--- config.mk ---
export PLATFORM = sky130hd
export DESIGN_NAME = pc_sequencer_flat
export DESIGN_NICKNAME = d
export VERILOG_FILES = /design/src/rtl/pc_sequencer_if.sv /design/src/rtl/pc_sequencer.sv /design/src/flat_wrapper.sv
export SDC_FILE = /design/constraint.sdc
export NUM_CORES = 1
export LEC_CHECK = 0
export BUFFER_PORTS_ARGS = -buffer_cell sky130_fd_sc_hd__buf_2
export CAP_MARGIN = 20
export CORE_UTILIZATION = 25
export CTS_BUF_LIST = sky130_fd_sc_hd__clkbuf_4
export CTS_CLUSTER_DIAMETER = 200
export CTS_CLUSTER_SIZE = 28
export DETAILED_ROUTE_END_ITERATION = 6
export PLACE_DENSITY = 0.55
export SYNTH_ARGS = -nofsm -noshare
export SYNTH_HDL_FRONTEND = slang
export SYNTH_SLANG_ARGS = --single-unit
--- constraint.sdc ---
create_clock -name Clk -period 3.1 [get_ports Clk]
set_clock_uncertainty 0.2 [all_clocks]
set_input_delay 0.62 -clock Clk [delete_from_list [all_inputs] [get_ports Clk]]
set_output_delay 0.62 -clock Clk [all_outputs]
set_load 0.03 [all_outputs]
--- src/rtl/pc_sequencer_if.sv ---
// Bus bundle for the program-counter sequencer.
// Handshake: Start is a single-cycle request, accepted only when the
// sequencer is idle or done. Fetch is the valid for PC. It is high only
// while running and not stalled, and there is no ready on the fetch side.
interface pc_sequencer_if #(
  parameter int PC_W  = 10,
  parameter int PTR_W = 5
);
  logic             Start;
  logic             Halt;
  logic             Stall;
  logic             BranchEn;
  logic [PTR_W-1:0] BranchPtr;
  logic [PC_W-1:0]  LutTarget;
  logic [PTR_W-1:0] LutAddr;
  logic [PC_W-1:0]  PC;
  logic             Fetch;
  logic             Busy;
  logic             Done;
  logic [15:0]      InstrCount;

  // Driver side: issues control and returns target-table data.
  modport master (
    output Start, Halt, Stall, BranchEn, BranchPtr, LutTarget,
    input  LutAddr, PC, Fetch, Busy, Done, InstrCount
  );

  // Sequencer side.
  modport slave (
    input  Start, Halt, Stall, BranchEn, BranchPtr, LutTarget,
    output LutAddr, PC, Fetch, Busy, Done, InstrCount
  );
endinterface

--- src/rtl/pc_sequencer.sv ---
// Program-counter sequencer. It steps PC sequentially, takes table-driven
// branches with a single bubble cycle, halts, and counts retired
// instructions.
module pc_sequencer #(
  parameter int PC_W     = 10,
  parameter int PTR_W    = 5,
  parameter int START_PC = 0
) (
  input  logic                Clk,
  input  logic                Reset,
  pc_sequencer_if.slave       bus,
  output logic [1:0]          dbg_state
);

  typedef enum logic [1:0] {
    S_IDLE     = 2'd0,
    S_RUN      = 2'd1,
    S_REDIRECT = 2'd2,
    S_DONE     = 2'd3
  } state_e;

  localparam logic [PC_W-1:0] START_PC_V = PC_W'(START_PC);

  state_e           state_q, state_d;
  logic [PC_W-1:0]  pc_q, pc_d;
  logic [PTR_W-1:0] lut_addr_q, lut_addr_d;
  logic [15:0]      icount_q, icount_d;

  // State register. Reset forces IDLE at once, so the outputs drop immediately.
  always_ff @(posedge Clk or negedge Reset) begin
    if (!Reset) begin
      state_q    <= S_IDLE;
      pc_q       <= START_PC_V;
      lut_addr_q <= '0;
      icount_q   <= '0;
    end else begin
      state_q    <= state_d;
      pc_q       <= pc_d;
      lut_addr_q <= lut_addr_d;
      icount_q   <= icount_d;
    end
  end

  // Next-state logic. The priority for a retiring instruction is Halt, then BranchEn, then sequential.
  always_comb begin
    state_d    = state_q;
    pc_d       = pc_q;
    lut_addr_d = lut_addr_q;
    icount_d   = icount_q;
    case (state_q)
      S_IDLE, S_DONE: begin
        if (bus.Start) begin
          state_d  = S_RUN;
          pc_d     = START_PC_V;
          icount_d = '0;
        end
      end
      S_RUN: begin
        if (!bus.Stall) begin
          if (icount_q != 16'hFFFF) icount_d = icount_q + 16'd1;
          if (bus.Halt) begin
            state_d = S_DONE;
          end else if (bus.BranchEn) begin
            lut_addr_d = bus.BranchPtr;
            state_d    = S_REDIRECT;
          end else begin
            pc_d = pc_q + 1'b1;
          end
        end
      end
      S_REDIRECT: begin
        if (!bus.Stall) begin
          pc_d    = bus.LutTarget;
          state_d = S_RUN;
        end
      end
      default: state_d = S_IDLE;
    endcase
  end

  // Output decode from the registered state.
  always_comb begin
    bus.PC         = pc_q;
    bus.LutAddr    = lut_addr_q;
    bus.InstrCount = icount_q;
    bus.Fetch      = (state_q == S_RUN) && !bus.Stall;
    bus.Busy       = (state_q == S_RUN) || (state_q == S_REDIRECT);
    bus.Done       = (state_q == S_DONE);
    dbg_state      = state_q;
  end

endmodule

--- src/flat_wrapper.sv ---
// flat-port wrapper written by rule: the top's interface ports become plain ports
module pc_sequencer_flat 
#(
  parameter int PC_W     = 10,
  parameter int PTR_W    = 5,
  parameter int START_PC = 0
)
  (Clk, Reset, dbg_state, bus_Start, bus_Halt, bus_Stall, bus_BranchEn, bus_BranchPtr, bus_LutTarget, bus_LutAddr, bus_PC, bus_Fetch, bus_Busy, bus_Done, bus_InstrCount);
  pc_sequencer_if #(.PC_W(PC_W), .PTR_W(PTR_W)) bus_i ();
  input  logic Clk;
  input  logic Reset;
  output logic [1:0] dbg_state;
  input wire logic [$bits(bus_i.Start)-1:0] bus_Start;
  input wire logic [$bits(bus_i.Halt)-1:0] bus_Halt;
  input wire logic [$bits(bus_i.Stall)-1:0] bus_Stall;
  input wire logic [$bits(bus_i.BranchEn)-1:0] bus_BranchEn;
  input wire logic [$bits(bus_i.BranchPtr)-1:0] bus_BranchPtr;
  input wire logic [$bits(bus_i.LutTarget)-1:0] bus_LutTarget;
  output wire logic [$bits(bus_i.LutAddr)-1:0] bus_LutAddr;
  output wire logic [$bits(bus_i.PC)-1:0] bus_PC;
  output wire logic [$bits(bus_i.Fetch)-1:0] bus_Fetch;
  output wire logic [$bits(bus_i.Busy)-1:0] bus_Busy;
  output wire logic [$bits(bus_i.Done)-1:0] bus_Done;
  output wire logic [$bits(bus_i.InstrCount)-1:0] bus_InstrCount;
  assign bus_i.Start = bus_Start;
  assign bus_i.Halt = bus_Halt;
  assign bus_i.Stall = bus_Stall;
  assign bus_i.BranchEn = bus_BranchEn;
  assign bus_i.BranchPtr = bus_BranchPtr;
  assign bus_i.LutTarget = bus_LutTarget;
  assign bus_LutAddr = bus_i.LutAddr;
  assign bus_PC = bus_i.PC;
  assign bus_Fetch = bus_i.Fetch;
  assign bus_Busy = bus_i.Busy;
  assign bus_Done = bus_i.Done;
  assign bus_InstrCount = bus_i.InstrCount;
  pc_sequencer #(.PC_W(PC_W), .PTR_W(PTR_W), .START_PC(START_PC)) u_core (.Clk(Clk), .Reset(Reset), .bus(bus_i), .dbg_state(dbg_state));
endmodule
==> results of run 1 <==
[where the power goes]
part | internal (µW) | switching [µW]
clock | 117 | 153
sequential | 556 | 145
combinational | 464 | 850
total | 1140 | 1150
[registers in the layout, summed over array words and instances, names as in the netlist]
| name | count |
|---|---|
| u_core.dbg_state | 2 |
| u_core.bus.PC | 10 |
| u_core.bus.LutAddr | 5 |
| u_core.bus.InstrCount | 16 |
[layer usage]
layer	wire, µm	track usage (%)
met1	2570	18.6
met2	2520	21.0
met3	282	3.10
met4	116	6.08
met5	0	0
[kinds of logic after synthesis]
group	count (synthesis)
multiplexers	13
XOR/XNOR	4
AO/OA/AOI/OAI	58
buffers and inverters	23
adder cells (fa/ha/maj)	5
AND/OR/NAND/NOR	73
flip-flops	33
[cell usage in the layout, fill, tap and decap left out, types with 2 or more instances in the layout]
cell / n
mux2_2: 6
o211ai_1: 3
inv_1: 13
o2bb2ai_1: 3
ha_1: 5
nand2b_1: 7
o22ai_1: 2
mux2i_1: 7
a22o_1: 6
buf_2: 56
a21o_1: 2
nor3_1: 5
clkbuf_4: 8
a21oi_1: 2
nor2_1: 4
nor4_1: 4
o21ai_0: 12
a22oi_1: 4
xor2_1: 4
a32oi_1: 2
and3_1: 4
a211oi_1: 5
and2_1: 2
dfrtp_1: 33
a31oi_1: 3
nand2_1: 18
nand4_1: 8
buf_4: 4
o221ai_1: 3
o21a_1: 2
or4_1: 3
nand3_1: 10
[worst reg2reg max path, cell delays in order, from the launching register on]
cell and delay [ns]:
dfrtp_1 0.43, inv_1 0.06, ha_1 0.42, nor2b_4 0.22
or3_4 0.46, or4_1 0.52, o211ai_1 0.10
[final timing paths]
kind / slack [ns] / endpoint / from
worst max-delay path: 0.46 / bus_Fetch / u_core.dbg_state[1]
max in group asynchronous: 2.05 / u_core.bus.PC[9] / Reset
worst min register to register: 0.31 / u_core.bus.LutAddr[2] / u_core.bus.LutAddr[2]
min in group Clk: 0.30 / u_core.bus.PC[5] / bus_LutTarget[5]
worst min-delay path: 0.14 / u_core.bus.InstrCount[6] / Reset
worst max register to register: 0.61 / u_core.bus.PC[7] / u_core.dbg_state[0]
[layout make-up]
class	count	area share (%)
repair buffers	60	12.7
clock buffers	8	2.46
multi-input cells	153	43.9
well taps	102	5.22
inverters	13	1.99
flip-flops and latches	33	33.8
[synth_stat cells, drive strengths merged (4+ instances only)]
cell	number
and3	4
nor4	4
dfrtp	33
nand2	18
nand2b	7
nor3	6
a22o	6
nor2	4
nand4	8
a22oi	4
a211oi	5
inv	13
ha	5
nand3	10
xor2	4
o21ai	12
mux2i	7
mux2	6
clkbuf	7
[stage by stage]
stage               instances  area, µm²  util, %  power [µW]  setup WS, ns
detailed placement        361       2390     30.9        2030         0.618
global route              369       2450     31.7        2450         0.283
finish                    369       2450     31.7        2280         0.462
CTS                       369       2450     31.7        2310         0.419
floorplan                 209       2000        -        1680         0.559
global placement          361       2390     30.9        2020         0.699
==> flow_summary.json, run 1 <==
{
  "initial_core_util_pct": 25.9,
  "diodes": 0,
  "die_h_um": 91.5,
  "cp_num_cells": 5,
  "portBuffers": 56,
  "cp_data_required_time_ns": 2.28,
  "path_class": "flop to output port",
  "final.setup.tns_ns": 0,
  "vias_per_cell": 5.00,
  "cts_max_level": 2,
  "drt-initial-drc-count": 112,
  "synth_ff_type": "dfrtp_1",
  "core_um2": 7730,
  "ioPinCount": 57,
  "status": "finished, final reports clean",
  "cts_buffers": 5,
  "cpMostUsedCell": "inv_1",
  "synth_nets": 235,
  "hp-class": "input port to async pin",
  "nNetsFinal": 292,
  "first_pass_iters": 4,
  "die_area_um2": 8370,
  "synth-edff-count": 0,
  "yosysWarnings": 0,
  "fmax_mhz": 379,
  "cts_tree": "yes",
  "setup_viol": 0,
  "critPathCaptureType": "output port",
  "crit_chain": "inv_1 -> ha_1 -> nand2b_1 -> inv_1 -> buf_2",
  "grt_antenna_before_repair": 0,
  "syn_inst": 209,
  "clockBufferDepth": 2,
  "synth_area_um2": 2000,
  "drv_slew": 0,
  "routedWlPerCell_um": 14.9,
  "routabilityCongestion": 0.869,
  "dp_hpwl_um": 4120,
  "cp_top_family": "flip-flops",
  "cpPeakStageDelay_ns": 0.42,
  "path_buf_inv": 3,
  "drc": 0,
  "grt_max_degree": 34,
  "power.density_nw_per_um2": 934,
  "worst_path_max_delay_cell": "dfrtp_1",
  "maxCapViolCount": 0,
  "synth_xor_area_share_pct": 1.75,
  "grt_pass1_wl_um": 9070,
  "hold_slack_ns": 0.145,
  "seq_area_um2": 826,
  "critPathMaxFanout": 11,
  "synthAdderAreaFrac_pct": 3.13,
  "synthToLayoutAreaGrowth_pct": 22.2,
  "cp.arrival_ns": 1.82,
  "drive_gt1_share_pct": 29.6,
  "overflow": 0,
  "rsz0062_at_grt": "false",
  "synth_largest_area_cell": "dfrtp_1",
  "dieWidth_um": 91.5,
  "multiInputGateArea_um2": 1070,
  "cts-hold-fix-buffers": 0,
  "hold_viol": 0,
  "synth-simple-area-share_pct": 20.3,
  "synth.yosys.seq_area_share_pct": 41.3,
  "nFillCells": 833,
  "reg2regPathDepth": 6,
  "clk_latency_ns": 0.34,
  "antenna_left": 0,
  "post_cts_buffers": 0,
  "synth-compound-area-share_pct": 21.6,
  "num_rows": 32,
  "p_leak_uw": 0.00110,
  "cts.clk_slew.worst_paths_ns": 0.11,
  "muxShareOfSynthArea_pct": 6.87,
  "synth.distinct_cells": 49,
  "synthTopCellsByArea": "dfrtp_1 (41%), mux2i_1 (3.5%), nand2_1 (3.4%)",
  "grt_pass1_vias": 1806,
  "synth_top_family_by_area": "compound AO/OA/AOI/OAI gates",
  "synth_top_area_share_pct": 41.3,
  "wirelength_um": 5490,
  "startpoint_type": "flop",
  "post-route-period-util_pct": 85.1,
  "vias": 1844,
  "cts_root_buf": "clkbuf_4",
  "tightest_slew_ns": 0.811,
  "finalCriticalPeriod_ns": 2.64,
  "maxSlewHeadroom_pct": 45.2,
  "post_cts_resized": 0,
  "cts.sinks": 33,
  "grtUsageTotal_pct": 13.8,
  "syn-mean-instance-area_um2": 9.58,
  "async_flop_share_pct": 100,
  "ir_worst_vdd_v": 0.000304,
  "ys_ff_latch": 33
}
No activity file was read; power rests on OpenSTA's default activity.
==> run 2: changes to the inputs <==
--- a/config.mk
+++ b/config.mk
@@ -7,6 +7,7 @@
 export LEC_CHECK = 0
 export BUFFER_PORTS_ARGS = -buffer_cell sky130_fd_sc_hd__buf_2
 export CAP_MARGIN = 20
+export CORE_ASPECT_RATIO = 0.6
 export CORE_UTILIZATION = 25
 export CTS_BUF_LIST = sky130_fd_sc_hd__clkbuf_4
 export CTS_CLUSTER_DIAMETER = 200
==> run 2 against run 1 <==
Fmax down 5.6%. Worst setup slack worse by 0.16 ns. Flip-flop and latch count unchanged. Clock-buffer cell count down 3. Via count up 0.60%. Register-to-register slack worse by 0.12 ns. Global-route usage up 0.46 points. Design area down 0.92%. Die area up 0.14%. Sequential share of layout area up 0.31 points. Non-clock buffer count down 1. Combinational power about the same. Critical path type unchanged. Highest routed layer unchanged.
==> flow_summary.json, run 2 (synthesis results as in run 1) <==
{
  "dieWidth_um": 118,
  "nNetsFinal": 291,
  "antenna_left": 0,
  "reg2regPathDepth": 7,
  "power.density_nw_per_um2": 931,
  "crit_chain": "inv_1 -> ha_1 -> nand2b_1 -> inv_1 -> buf_2",
  "overflow": 0,
  "cts_buffers": 5,
  "maxSlewHeadroom_pct": 44.5,
  "p_leak_uw": 0.00108,
  "clk_latency_ns": 0.35,
  "mostFrequentLayoutCell": "buf_2",
  "startpoint_type": "flop",
  "dp_cells": 362,
  "tightest_slew_ns": 0.821,
  "cts_root_buf": "clkbuf_4",
  "final.setup.tns_ns": 0,
  "cp.arrival_ns": 1.97,
  "synthToLayoutAreaGrowth_pct": 21.1,
  "finalCriticalPeriod_ns": 2.79,
  "fin_cells": 368,
  "status": "finished, final reports clean",
  "clockBufferDepth": 2,
  "path_buf_inv": 3,
  "grt_pass1_wl_um": 9110,
  "nFillCells": 811,
  "setup_ws_ns": 0.307,
  "cts-hold-fix-buffers": 0,
  "core_um2": 7510,
  "maxCapViolCount": 0,
  "wirelength_um": 5700,
  "dp_hpwl_um": 4270,
  "ir_worst_vdd_v": 0.000369,
  "cpPeakStageDelay_ns": 0.47,
  "rsz0062_at_grt": "false",
  "post-route-period-util_pct": 90.1,
  "routabilityCongestion": 0.825,
  "first_pass_iters": 4,
  "drive_gt1_share_pct": 28.8,
  "routedWlPerCell_um": 15.5,
  "worst_path_max_delay_cell": "ha_1",
  "fmax_mhz": 358,
  "drt-initial-drc-count": 109,
  "hp-class": "input port to async pin",
  "num_rows": 24,
  "grt_max_degree": 34,
  "cts.clk_slew.worst_paths_ns": 0.10,
  "ioPinCount": 57,
  "vias_per_cell": 5.04,
  "post_cts_resized": 0,
  "grt_pass1_vias": 1687,
  "initial_core_util_pct": 26.7,
  "grtUsageTotal_pct": 14.3,
  "critPathCaptureType": "output port",
  "cp_top_family": "adder cells",
  "cts_tree": "yes",
  "path_class": "flop to output port",
  "die_h_um": 71.3,
  "drv_slew": 0,
  "layout_common_cells": "buf_2 (56), dfrtp_1 (33), nand2_1 (18)",
  "grt_antenna_before_repair": 0,
  "dp_slack_ns": 0.556,
  "portBuffers": 56,
  "cpMostUsedCell": "inv_1",
  "cp_data_required_time_ns": 2.28,
  "cp_num_cells": 5,
  "largest_reg_flops": 16,
  "cts.sinks": 33,
  "drc": 0,
  "critPathMaxFanout": 15,
  "cts_max_level": 2,
  "rrSetupSlack_ns": 0.49,
  "die_area_um2": 8380,
  "hold_viol": 0,
  "post_cts_buffers": 0,
  "diodes": 0,
  "vias": 1855,
  "setup_viol": 0
}
[run 2: final cells by class]
| cell class | instances | area [µm²] | share of cell area (%) |
|---|---|---|---|
| well taps | 104 | 130 | 5.37 |
| multi-input cells | 153 | 1070 | 44.3 |
| clock buffers | 5 | 37.5 | 1.55 |
| inverters | 13 | 48.8 | 2.01 |
| clock inverters | 1 | 5.00 | 0.207 |
| flip-flops and latches | 33 | 826 | 34.1 |
| repair buffers | 59 | 303 | 12.5 |
[run 2: final timing paths]
check,from,end
setup / recovery,u_core.dbg_state[1],bus_Fetch
hold / removal,Reset,u_core.bus.PC[3]
setup reg to reg,u_core.dbg_state[0],u_core.bus.InstrCount[9]
hold reg to reg,u_core.bus.LutAddr[2],u_core.bus.LutAddr[2]
max in group asynchronous,Reset,u_core.bus.InstrCount[14]
min in group Clk,bus_LutTarget[7],u_core.bus.PC[7]
[run 2: power by group]
part / switching, µW / internal, µW / leakage, µW / total (µW)
logic: 873 / 455 / 0.000619 / 1330
clock network: 148 / 78.6 / 0.0000269 / 226
registers: 144 / 557 / 0.000435 / 701
[run 2: per-stage QoR]
stage / total power, µW / utilization (%) / hold slack (ns) / area [µm²]
2_1_floorplan: 1680 / - / 0.124 / 2000
3_3_place_gp: 2030 / 31.7 / 0.285 / 2380
3_5_place_dp: 2040 / 31.7 / 0.298 / 2380
4_1_cts: 2280 / 32.3 / 0.165 / 2420
5_1_grt: 2430 / 32.3 / 0.192 / 2420
6_report: 2260 / 32.3 / 0.137 / 2420
[run 2: per-layer routing]
metal	wire, µm	GRT usage [%]	vias up	share of wire (%)
met5	0	0	-	0
met1	3000	21.9	877	53
met4	65	4.70	0	1.1
met2	2170	17.9	66	38
li1	-	-	904	-
met3	457	5.02	8	8.0
